<file path="config.mk">
export PLATFORM = sky130hd
export DESIGN_NAME = addsub_pre_norm_pipe_flat
export DESIGN_NICKNAME = d
export VERILOG_FILES = /design/src/rtl/addsub_pre_norm_pipe_if.sv /design/src/rtl/addsub_pre_norm_pipe.sv /design/src/flat_wrapper.sv
export SDC_FILE = /design/constraint.sdc
export NUM_CORES = 1
export LEC_CHECK = 0
export BUFFER_PORTS_ARGS = -buffer_cell sky130_fd_sc_hd__clkbuf_2
export CAP_MARGIN = 20
export CORE_UTILIZATION = 25
export DETAILED_ROUTE_END_ITERATION = 7
export PLACE_DENSITY = 0.45
export SYNTH_ARGS = -nofsm -noshare
export SYNTH_HDL_FRONTEND = slang
export SYNTH_SLANG_ARGS = --single-unit
export TNS_END_PERCENT = 1
</file>
<file path="constraint.sdc">
create_clock -name clk_i -period 5.2 [get_ports clk_i]
set_input_delay 0.26 -clock clk_i [delete_from_list [all_inputs] [get_ports clk_i]]
set_output_delay 0.26 -clock clk_i [all_outputs]
set_load 0.01 [all_outputs]
</file>
<file path="src/rtl/addsub_pre_norm_pipe_if.sv">
// Handshake and data bundle for the add/subtract pre-normalizer.
// slave = the pipeline, master = the upstream/downstream side driving it.
interface addsub_pre_norm_pipe_if;
  logic [31:0] opa_i;
  logic [31:0] opb_i;
  logic        fpu_op_i;
  logic [1:0]  rmode_i;
  logic        valid_i;
  logic        ready_o;
  logic        ready_i;
  logic        valid_o;
  logic [27:0] fract_28_o;
  logic [7:0]  exp_o;
  logic        sign_o;
  logic [31:0] opa_o;
  logic [31:0] opb_o;
  logic        fpu_op_o;
  logic [1:0]  rmode_o;

  modport slave (
    input  opa_i, opb_i, fpu_op_i, rmode_i, valid_i, ready_i,
    output ready_o, valid_o, fract_28_o, exp_o, sign_o,
           opa_o, opb_o, fpu_op_o, rmode_o
  );

  modport master (
    output opa_i, opb_i, fpu_op_i, rmode_i, valid_i, ready_i,
    input  ready_o, valid_o, fract_28_o, exp_o, sign_o,
           opa_o, opb_o, fpu_op_o, rmode_o
  );
endinterface

</file>
<file path="src/rtl/addsub_pre_norm_pipe.sv">
// Two-stage single-precision add/sub pre-normalizer: S1 unpack/compare/align, S2 add/sub.
// Define ADDSUB_PRE_NORM_DAZ_EN to flush denormal operands to signed zero.
module addsub_pre_norm_pipe (
  input  logic                         clk_i,
  input  logic                         rst_n_i,
  addsub_pre_norm_pipe_if.slave        bus
);

  logic advance;
  logic valid_o_reg;

  // The whole pipe moves together; it only stops when the output is blocked.
  assign advance     = !valid_o_reg || bus.ready_i;
  assign bus.ready_o = advance;

  // ---------------- S1: unpack, compare, align ----------------
  logic [31:0] op_in   [2];
  logic [7:0]  eff_exp [2];
  logic [26:0] mant    [2];

  assign op_in[0] = bus.opa_i;
  assign op_in[1] = bus.opb_i;

  genvar gi;
  generate
    for (gi = 0; gi < 2; gi++) begin : g_unpack
      logic [7:0] raw_exp;
      assign raw_exp     = op_in[gi][30:23];
      assign eff_exp[gi] = (raw_exp == 8'd0) ? 8'd1 : raw_exp;
`ifdef ADDSUB_PRE_NORM_DAZ_EN
      assign mant[gi]    = (raw_exp == 8'd0) ? 27'd0 : {1'b1, op_in[gi][22:0], 3'b000};
`else
      assign mant[gi]    = {raw_exp != 8'd0, op_in[gi][22:0], 3'b000};
`endif
    end
  endgenerate

  logic        a_larger;
  logic [26:0] large_mant, small_mant, shifted, lost_mask, aligned_next;
  logic [7:0]  large_exp, small_exp, exp_diff;
  logic [4:0]  shamt;
  logic        sticky, sign_b_eff, sign_next_s1, eff_sub_next;

  always_comb begin
    a_larger   = {eff_exp[0], mant[0]} >= {eff_exp[1], mant[1]};
    large_mant = a_larger ? mant[0] : mant[1];
    small_mant = a_larger ? mant[1] : mant[0];
    large_exp  = a_larger ? eff_exp[0] : eff_exp[1];
    small_exp  = a_larger ? eff_exp[1] : eff_exp[0];
    exp_diff   = large_exp - small_exp;
    shamt      = (exp_diff > 8'd27) ? 5'd27 : exp_diff[4:0];
    shifted    = small_mant >> shamt;
    // Bits that fall off the right edge collapse into the sticky position.
    lost_mask  = ~(27'h7FF_FFFF << shamt);
    sticky     = |(small_mant & lost_mask);
    aligned_next = {shifted[26:1], shifted[0] | sticky};
    sign_b_eff   = op_in[1][31] ^ bus.fpu_op_i;
    sign_next_s1 = a_larger ? op_in[0][31] : sign_b_eff;
    eff_sub_next = op_in[0][31] ^ op_in[1][31] ^ bus.fpu_op_i;
  end

  logic        s1_valid_reg, s1_sub_reg, s1_sign_reg, s1_fpu_op_reg;
  logic [26:0] s1_large_reg, s1_small_reg;
  logic [7:0]  s1_exp_reg;
  logic [31:0] s1_opa_reg, s1_opb_reg;
  logic [1:0]  s1_rmode_reg;

  always_ff @(posedge clk_i or negedge rst_n_i) begin
    if (!rst_n_i) begin
      s1_valid_reg  <= 1'b0;
      s1_sub_reg    <= 1'b0;
      s1_sign_reg   <= 1'b0;
      s1_fpu_op_reg <= 1'b0;
      s1_large_reg  <= '0;
      s1_small_reg  <= '0;
      s1_exp_reg    <= '0;
      s1_opa_reg    <= '0;
      s1_opb_reg    <= '0;
      s1_rmode_reg  <= '0;
    end else if (advance) begin
      s1_valid_reg  <= bus.valid_i;
      s1_sub_reg    <= eff_sub_next;
      s1_sign_reg   <= sign_next_s1;
      s1_fpu_op_reg <= bus.fpu_op_i;
      s1_large_reg  <= large_mant;
      s1_small_reg  <= aligned_next;
      s1_exp_reg    <= large_exp;
      s1_opa_reg    <= bus.opa_i;
      s1_opb_reg    <= bus.opb_i;
      s1_rmode_reg  <= bus.rmode_i;
    end
  end

  // ---------------- S2: add / subtract ----------------
  logic [27:0] fract_next;
  logic        sign_next_s2;

  always_comb begin
    // Large >= aligned small by construction, so the difference never wraps.
    fract_next   = s1_sub_reg ? ({1'b0, s1_large_reg} - {1'b0, s1_small_reg})
                              : ({1'b0, s1_large_reg} + {1'b0, s1_small_reg});
    sign_next_s2 = s1_sign_reg;
    if (s1_sub_reg && fract_next == 28'd0)
      sign_next_s2 = (s1_rmode_reg == 2'b11);
  end

  logic [27:0] fract_reg;
  logic [7:0]  exp_reg;
  logic        sign_reg, fpu_op_o_reg;
  logic [31:0] opa_o_reg, opb_o_reg;
  logic [1:0]  rmode_o_reg;

  always_ff @(posedge clk_i or negedge rst_n_i) begin
    if (!rst_n_i) begin
      valid_o_reg  <= 1'b0;
      fract_reg    <= '0;
      exp_reg      <= '0;
      sign_reg     <= 1'b0;
      fpu_op_o_reg <= 1'b0;
      opa_o_reg    <= '0;
      opb_o_reg    <= '0;
      rmode_o_reg  <= '0;
    end else if (advance) begin
      valid_o_reg  <= s1_valid_reg;
      fract_reg    <= fract_next;
      exp_reg      <= s1_exp_reg;
      sign_reg     <= sign_next_s2;
      fpu_op_o_reg <= s1_fpu_op_reg;
      opa_o_reg    <= s1_opa_reg;
      opb_o_reg    <= s1_opb_reg;
      rmode_o_reg  <= s1_rmode_reg;
    end
  end

  assign bus.valid_o    = valid_o_reg;
  assign bus.fract_28_o = fract_reg;
  assign bus.exp_o      = exp_reg;
  assign bus.sign_o     = sign_reg;
  assign bus.opa_o      = opa_o_reg;
  assign bus.opb_o      = opb_o_reg;
  assign bus.fpu_op_o   = fpu_op_o_reg;
  assign bus.rmode_o    = rmode_o_reg;

endmodule

</file>
<file path="src/flat_wrapper.sv">
// flat-port wrapper written by rule: the top's interface ports become plain ports
module addsub_pre_norm_pipe_flat 
  (clk_i, rst_n_i, bus_opa_i, bus_opb_i, bus_fpu_op_i, bus_rmode_i, bus_valid_i, bus_ready_i, bus_ready_o, bus_valid_o, bus_fract_28_o, bus_exp_o, bus_sign_o, bus_opa_o, bus_opb_o, bus_fpu_op_o, bus_rmode_o);
  addsub_pre_norm_pipe_if bus_i ();
  input  logic clk_i;
  input  logic rst_n_i;
  input wire logic [$bits(bus_i.opa_i)-1:0] bus_opa_i;
  input wire logic [$bits(bus_i.opb_i)-1:0] bus_opb_i;
  input wire logic [$bits(bus_i.fpu_op_i)-1:0] bus_fpu_op_i;
  input wire logic [$bits(bus_i.rmode_i)-1:0] bus_rmode_i;
  input wire logic [$bits(bus_i.valid_i)-1:0] bus_valid_i;
  input wire logic [$bits(bus_i.ready_i)-1:0] bus_ready_i;
  output wire logic [$bits(bus_i.ready_o)-1:0] bus_ready_o;
  output wire logic [$bits(bus_i.valid_o)-1:0] bus_valid_o;
  output wire logic [$bits(bus_i.fract_28_o)-1:0] bus_fract_28_o;
  output wire logic [$bits(bus_i.exp_o)-1:0] bus_exp_o;
  output wire logic [$bits(bus_i.sign_o)-1:0] bus_sign_o;
  output wire logic [$bits(bus_i.opa_o)-1:0] bus_opa_o;
  output wire logic [$bits(bus_i.opb_o)-1:0] bus_opb_o;
  output wire logic [$bits(bus_i.fpu_op_o)-1:0] bus_fpu_op_o;
  output wire logic [$bits(bus_i.rmode_o)-1:0] bus_rmode_o;
  assign bus_i.opa_i = bus_opa_i;
  assign bus_i.opb_i = bus_opb_i;
  assign bus_i.fpu_op_i = bus_fpu_op_i;
  assign bus_i.rmode_i = bus_rmode_i;
  assign bus_i.valid_i = bus_valid_i;
  assign bus_i.ready_i = bus_ready_i;
  assign bus_ready_o = bus_i.ready_o;
  assign bus_valid_o = bus_i.valid_o;
  assign bus_fract_28_o = bus_i.fract_28_o;
  assign bus_exp_o = bus_i.exp_o;
  assign bus_sign_o = bus_i.sign_o;
  assign bus_opa_o = bus_i.opa_o;
  assign bus_opb_o = bus_i.opb_o;
  assign bus_fpu_op_o = bus_i.fpu_op_o;
  assign bus_rmode_o = bus_i.rmode_o;
  addsub_pre_norm_pipe u_core (.clk_i(clk_i), .rst_n_i(rst_n_i), .bus(bus_i));
endmodule
</file>
==> results of run 1 <==
per-stage QoR:
| step | area, um2 | total power, uW | hold slack [ps] | instances |
|---|---|---|---|---|
| floorplan | 14320 | 4206 | -35.59 | 1743 |
| global placement | 17480 | 5588 | 341.5 | 2799 |
| detailed placement | 17480 | 5610 | 352.4 | 2799 |
| CTS | 18900 | 7909 | 1.394 | 2886 |
| global route | 19070 | 8428 | 24.78 | 2892 |
| finish | 19070 | 7893 | 30.47 | 2893 |
cells by family after synthesis:
| kind of cell | count (synthesis) |
|---|---|
| multiplexers | 63 |
| AO/OA/AOI/OAI | 393 |
| buffers and inverters | 148 |
| XOR/XNOR | 62 |
| AND/OR/NAND/NOR | 784 |
| adder cells (fa/ha/maj) | 59 |
| flip-flops | 234 |
per-layer routing:
layer	global-route usage, %	share of wire (%)	vias up
met5	0	0.052	-
met4	5.639	2.9	4
met3	2.302	4.5	64
met2	29.05	46	319
met1	24.17	47	6502
li1	-	-	6747
worst register-to-register path, stage by stage, from the launching register on:
cell	delay (ps)
dfrtp_1	410
nor3_4	230
nand2_1	120
or4_4	430
or3_4	420
nor3_4	190
nor4bb_4	230
buf_4	150
buf_4	120
nor2b_1	130
nor2_1	50
xnor2_1	130
ha_1	200
a21o_1	160
a21o_1	190
a21o_1	210
a221o_1	360
a21oi_2	150
xor2_1	110
or2_2	300
or4_1	460
a31oi_1	160
final timing paths:
path | from | end | cells after the start
worst max-delay path | u_core.s1_small_reg[5]$_DFFE_PN0P_ | u_core.bus.sign_o$_DFFE_PN0P_ | 21
worst min-delay path | bus_opb_i[3] | u_core.s1_opb_reg[3]$_DFFE_PN0P_ | 3
worst max register to register | u_core.s1_small_reg[5]$_DFFE_PN0P_ | u_core.bus.sign_o$_DFFE_PN0P_ | 21
worst min register to register | u_core.bus.fpu_op_o$_DFFE_PN0P_ | u_core.bus.fpu_op_o$_DFFE_PN0P_ | 2
max in group asynchronous | rst_n_i | u_core.bus.opb_o[13]$_DFFE_PN0P_ | 3
min in group asynchronous | rst_n_i | u_core.bus.opa_o[31]$_DFFE_PN0P_ | 2
layout by cell type (no fill, tap or decap), types with 11 or more instances in the layout:
master         netlist  routed
nor2_1             114     113
a31oi_1             30      30
dlygate4sd3_1        0      36
o21ai_0            118     114
nand2_1            511     511
dfrtp_1            234     234
nand3_1             17      17
clkbuf_2             0     175
a21o_1              23      23
mux2_2              13      13
mux2i_1             49      48
nor3_1              26      21
xor2_1              21      21
o211ai_1            15      15
inv_1               48      48
and2_1              11      11
clkbuf_16            0      28
ha_1                59      59
nand4_1             14      14
nor2b_1             19      16
a21oi_1             82      74
o21ai_1             14      17
o31ai_1             11      11
xnor2_1             41      41
buf_4                3     225
report_power, final:
| part | switching (uW) | total [uW] | internal, uW |
|---|---|---|---|
| Combinational | 1850 | 3240 | 1390 |
| Clock | 832 | 2220 | 1390 |
| Sequential | 238 | 2430 | 2190 |
final cells by class:
type                    count  area, um2
inverters                  49      186.4
multi-input cells        1361       8010
repair buffers            441       3020
clock inverters            18      290.3
fillers                  5967      37420
well taps                 756      945.9
clock buffers              33      759.5
flip-flops and latches    234       5856
diodes                      1      2.502
repair_timing:
| action | 4_1_cts | 5_1_grt |
|---|---|---|
| cloned | 0 | 0 |
| hold buffers | 36 | 0 |
| hold endpoints to repair | 127 | 0 |
| setup endpoints to repair | 1 | 16 |
| setup buffers | 0 | 6 |
| pin swaps | 0 | 17 |
| resized for setup | 3 | 31 |
==> flow_metrics.py, run 1 <==
metrics = {
    "detailed_routing": {
        "first_pass_iters": 5,
        "drt_iter0_markers": 815,
        "via_per_inst": 4.713,
        "final_antenna_net_count": 0,
        "drc": 0,
        "routedWlPerCell_um": 18.01,
        "wirelength_mm": 52.10,
        "num_vias": 13640,
    },
    "synthesis": {
        "async_reset_ff_share_pct": 100.0,
        "synth_common_cells": "511 x nand2_1, 234 x dfrtp_1, 118 x o21ai_0, 114 x nor2_1, 82 x a21oi_1",
        "seq_area_frac_synth_pct": 40.88,
        "ys.flop_type": "dfrtp_1",
        "synth_area_um2": 14320,
        "synth_top_family_by_area": "simple AND/OR/NAND/NOR gates",
        "yosys.area_share.simple_pct": 23.69,
        "synth-seq-cells": 234,
        "synth_top_area_share_pct": 40.88,
        "syn_avg_cell_area_um2": 8.218,
        "synth_compound_gate_area_share_pct": 17.65,
        "synth_fa_ha_area_share_pct": 5.154,
        "syn_inst": 1743,
        "ys_types": 88,
        "synth_warnings": 0,
        "synth_mux_area_share_pct": 4.551,
        "syn-num-nets": 1873,
        "synthTopCellsByArea": "dfrtp_1 41%, nand2_1 13%, ha_1 5.2%",
        "yosys.area.top_type": "dfrtp_1",
        "synth_edf_count": 0,
        "yosysMostFrequentCell": "nand2_1",
        "synthXorXnorAreaFrac_pct": 3.791,
    },
    "floorplan": {
        "die_w_um": 241.4,
        "core_um2": 56500,
        "die_y_um": 241.4,
        "initial_core_util_pct": 25.35,
        "rows": 87,
        "io_pins": 177,
        "fp.dieArea_um2": 58260,
    },
    "global_route": {
        "antenna_found_initial": 4,
        "grt_pass1_vias": 13550,
        "grt_util_all_layers_pct": 17.76,
        "grt_first_pass_wirelength_mm": 79.83,
        "grt_start_max_net_pins": 166,
        "grt_overflow_total": 0,
    },
    "setup_path": {
        "critPathMaxFanout": 5,
        "critical_path_arrival_ps": 5470,
        "crit_family": "simple AND/OR/NAND/NOR gates",
        "slowest_delay_ps": 460,
        "cpMaxStageDelayCell": "or4_1",
        "worstSetupPathType": "flip-flop to flip-flop",
        "r2r_slack_ps": 210,
        "crit_buf_inv": 2,
        "path_cells": "nor3_4 > nand2_1 > or4_4 > or3_4 > nor3_4 > nor4bb_4 > buf_4 > buf_4 > nor2b_1 > nor2_1 > xnor2_1 > ha_1 > a21o_1 > a21o_1 > a21o_1 > a221o_1 > a21oi_2 > xor2_1 > or2_2 > or4_1 > a31oi_1",
        "path_common_cell": "a21o_1",
        "crit_path_start_kind": "flip-flop",
        "cp-end-kind": "flip-flop",
        "crit_required_ps": 5670,
    },
    "clock_network": {
        "clk_latency_ps": 570,
        "htreeDepth": 1,
        "clkSinkCount": 234,
        "root_buffer": "clkbuf_16",
        "path_clk_slew_ps": 60,
        "cts-buffers-inserted": 28,
        "cts_tree": "built",
        "clk_path_buf_depth": 3,
    },
    "sta": {
        "period_share_pct": 95.99,
        "rsz0062_at_grt": "true",
        "period_minus_slack_ps": 4991,
        "worst_pin_slew_ps": 845.4,
        "hold_viol": 0,
        "setup_viol": 0,
        "slew_headroom_pct": 43.64,
        "tns_ps": 0,
        "drv_slew": 0,
        "layout_setup_ws_ps": 208.6,
        "max_freq_mhz": 200.3,
        "skew_ps": 24.45,
    },
    "finish": {
        "area_delta_synth_final_pct": 33.14,
        "layout-drive-gt1-share_pct": 24.81,
        "nets": 2245,
        "final_core_util_pct": 33.76,
    },
    "pwr": {
        "powerDensity_nw_per_um2": 413.9,
        "peakVddDrop_mv": 0.2186,
        "p_leak_uw": 0.009206,
    },
    "run_status": {
        "status": "finished, final reports clean",
    },
    "placement": {
        "io_buffers": 176,
        "pre_cts_ws_ps": -504.9,
        "gp_congestion": 0.8994,
        "dp_hpwl_mm": 40.12,
    },
    "flow_run": {
        "timing.max_cap.violations": 0,
    },
    "hold_path": {
        "min_path_type": "primary input to flip-flop",
    },
}
Note: power is estimated with default switching activity, not from simulation.
==> run 2: changes to the inputs <==
- ABC_AREA: unset -> 1
- CORE_MARGIN: unset -> 8
==> run 2 against run 1 <==
Compared with the run above:
- flip-flop and latch count stayed put
- maximum frequency is 4.9% higher
- design area is 10% lower
- combinational power is 21% lower
- setup slack better by 230 ps
- clock skew is 5.6 ps lower
- die area is 9.7% higher
- sequential share of layout area is 3.5 points higher
- count of clock-buffer cells in the layout is 9 higher
- synthesized cell count is 11% higher
- largest power group unchanged
==> flow_metrics.py, run 2 <==
metrics = {
    "pwr": {
        "powerDensity_nw_per_um2": 401.3,
        "p_leak_uw": 0.008744,
        "p_int_uw": 4160,
        "seqPwrFrac_pct": 35.4,
        "switching_share_pct": 39.42,
        "clkPwrFrac_pct": 27.3,
        "peakVddDrop_mv": 0.2513,
        "p_sw_uw": 2706,
        "p_comb_share_pct": 37.4,
    },
    "sta": {
        "slew_headroom_pct": 33.30,
        "setup_viol": 0,
        "worst_pin_slew_ps": 1001,
        "layout_setup_ws_ps": 440.9,
        "skew_ps": 18.88,
        "hold_viol": 0,
        "max_freq_mhz": 210.1,
        "drv_slew": 0,
        "rsz0062_at_grt": "false",
        "period_minus_slack_ps": 4759,
        "tns_ps": 0,
        "period_share_pct": 91.52,
    },
    "floorplan": {
        "core_um2": 55310,
        "io_pins": 177,
        "initial_core_util_pct": 25.34,
        "die_y_um": 252.8,
        "die_w_um": 252.8,
        "fp.dieArea_um2": 63890,
        "rows": 86,
    },
    "finish": {
        "area_delta_synth_final_pct": 22.09,
        "layout-drive-gt1-share_pct": 13.17,
        "final_common_cell": "nand2_1",
        "final_cells": 2899,
        "nFillCells": 6147,
        "fin_area_um2": 17110,
        "layout_common_cells": "664 x nand2_1, 234 x dfrtp_1, 211 x o21ai_0",
        "nets": 2261,
    },
    "clock_network": {
        "root_buffer": "clkbuf_16",
        "clk_path_buf_depth": 3,
        "clkSinkCount": 234,
        "cts-buffers-inserted": 28,
        "htreeDepth": 1,
        "path_clk_slew_ps": 60,
        "clk_latency_ps": 570,
        "cts_tree": "built",
    },
    "global_route": {
        "grt_util_all_layers_pct": 15.86,
        "grt_first_pass_wirelength_mm": 80.46,
        "grt_overflow_total": 0,
        "antenna_found_initial": 1,
        "grt_start_max_net_pins": 168,
        "grt_pass1_vias": 13460,
    },
    "synthesis": {
        "yosys.area.top_type": "dfrtp_1",
        "synth_edf_count": 0,
        "async_reset_ff_share_pct": 100.0,
        "synth_common_cells": "664 x nand2_1, 234 x dfrtp_1, 211 x o21ai_0, 201 x inv_1, 115 x nand3_1",
        "yosysMostFrequentCell": "nand2_1",
        "syn_avg_cell_area_um2": 7.235,
        "synthTopCellsByArea": "dfrtp_1 42%, nand2_1 18%, o21ai_0 7.5%",
        "seq_area_frac_synth_pct": 41.79,
        "syn_inst": 1937,
        "ys_types": 48,
        "synth_area_um2": 14010,
        "synth-seq-cells": 234,
        "synth_top_area_share_pct": 41.79,
        "synth_warnings": 0,
        "syn-num-nets": 2067,
        "ys.flop_type": "dfrtp_1",
    },
    "setup_path": {
        "crit_family": "simple AND/OR/NAND/NOR gates",
        "cpMaxStageDelayCell": "dfrtp_1",
        "reg2reg_depth": 27,
        "slowest_delay_ps": 460,
        "worst-path-stages": 27,
        "worstSetupPathType": "flip-flop to flip-flop",
        "path_common_cell": "nand2_1",
        "critical_path_arrival_ps": 5210,
        "reg2reg_to": "u_core.bus.sign_o$_DFFE_PN0P_",
        "crit_buf_inv": 1,
        "r2r_start": "u_core.s1_small_reg[0]$_DFFE_PN0P_",
        "cp-end-kind": "flip-flop",
        "crit_required_ps": 5650,
        "critPathMaxFanout": 5,
        "r2r_slack_ps": 440,
        "crit_path_start_kind": "flip-flop",
        "crit_start": "u_core.s1_small_reg[0]$_DFFE_PN0P_",
    },
    "placement": {
        "gp_congestion": 0.8891,
        "postPlaceCellArea_um2": 15790,
        "io_buffers": 176,
        "pre_cts_ws_ps": 148.6,
        "dp_hpwl_mm": 39.41,
        "dp_cells": 2806,
    },
    "detailed_routing": {
        "drc": 0,
        "routedWlPerCell_um": 17.71,
        "final_antenna_net_count": 0,
        "first_pass_iters": 7,
        "num_vias": 13310,
        "wirelength_mm": 51.33,
        "drt_iter0_markers": 899,
        "via_per_inst": 4.591,
    },
    "flow_run": {
        "timing.max_cap.violations": 0,
    },
    "hold_path": {
        "hp-start": "bus_opa_i[8]",
        "hold_end": "u_core.s1_opa_reg[8]$_DFFE_PN0P_",
        "min_path_type": "primary input to flip-flop",
        "min_path_cells": 3,
    },
    "run_status": {
        "status": "finished, final reports clean",
    },
}
==> run 2: changes by cell type in the layout (fill, tap and decap cells not counted), sizes merged, moves of 27 or more <==
cell   change
buf      -195
nand2    +159
inv      +157
o21ai    +101
nand3    +100
mux2i     -48
a21oi     -27
xnor2     -27
==> run 2: worst max path at each step <==
stage | endpoint | slack (ps)
5_1_grt | u_core.bus.sign_o$_DFFE_PN0P_ | 2
3_5_place_dp | u_core.bus.sign_o$_DFFE_PN0P_ | 150
3_3_place_gp | u_core.bus.sign_o$_DFFE_PN0P_ | 130
4_1_cts | u_core.bus.sign_o$_DFFE_PN0P_ | 110
2_1_floorplan | u_core.bus.sign_o$_DFFE_PN0P_ | 1260
6_report | u_core.bus.sign_o$_DFFE_PN0P_ | 440
==> run 2: repair_timing <==
action                                  CTS  global route
resized for setup                         0             5
hold buffers                             42             0
buffers inserted                          0             1
endpoints found under the setup margin    0            11
hold endpoints to repair                112             0
==> run 2: cells by family after synthesis <==
family / after synthesis / synth area share, %
buffers and inverters: 295 / 8.116
and+or+nand+nor: 945 / 27.99
muxes: 1 / 0.07143
adders and majority gates: 59 / 5.268
DFF: 234 / 41.79
AOI/OAI and AO/OA: 353 / 13.64
xor gates and xnor gates: 50 / 3.125
==> run 2: power groups by stage <==
stage	clock network, uW	registers (uW)	logic [uW]
floorplan	0	2490	1560
global placement	0	2450	2580
detailed placement	0	2460	2570
CTS	1960	2430	2610
global route	2010	2480	2910
finish	1870	2430	2570
==> run 2: worst reg2reg max path: cells and delay by family (launching register included) <==
| kind | cells | cell delay [ps] |
|---|---|---|
| compound gates | 7 | 1280 |
| xor+xnor | 2 | 390 |
| fa+ha+maj | 2 | 580 |
| buf+inv | 1 | 140 |
| flops | 1 | 460 |
| simple gates | 15 | 1760 |
==> run 2: layout make-up <==
| class | instances | area (um2) | share of cell area, % |
|---|---|---|---|
| clock inverters | 6 | 62.56 | 0.3657 |
| multi-input cells | 1408 | 7041 | 41.15 |
| diodes | 2 | 5.005 | 0.02925 |
| repair buffers | 252 | 1617 | 9.449 |
| clock buffers | 42 | 813.3 | 4.754 |
| inverters | 207 | 779.5 | 4.556 |
| well taps | 748 | 935.9 | 5.470 |
| flip-flops and latches | 234 | 5856 | 34.23 |
==> run 2: metal layers <==
metal / wire length [um] / vias to the layer above / global-route usage [%] / part of all wire, %
li1: - / 6625 / - / -
met4: 1293 / 0 / 4.158 / 2.5
met1: 24030 / 6313 / 21.49 / 47
met3: 2187 / 60 / 1.830 / 4.3
met5: 0 / - / 0 / 0
met2: 23820 / 311 / 26.62 / 46
==> run 2: per-stage QoR <==
stage          total power, uW  utilization [%]  hold slack (ps)
6_report                  6866            30.93            30.44
5_1_grt                   7401            30.92            37.05
4_1_cts                   7011            30.89            3.097
3_5_place_dp              5037            28.54            267.9
3_3_place_gp              5035            28.54            258.3
2_1_floorplan             4055                -           -35.59
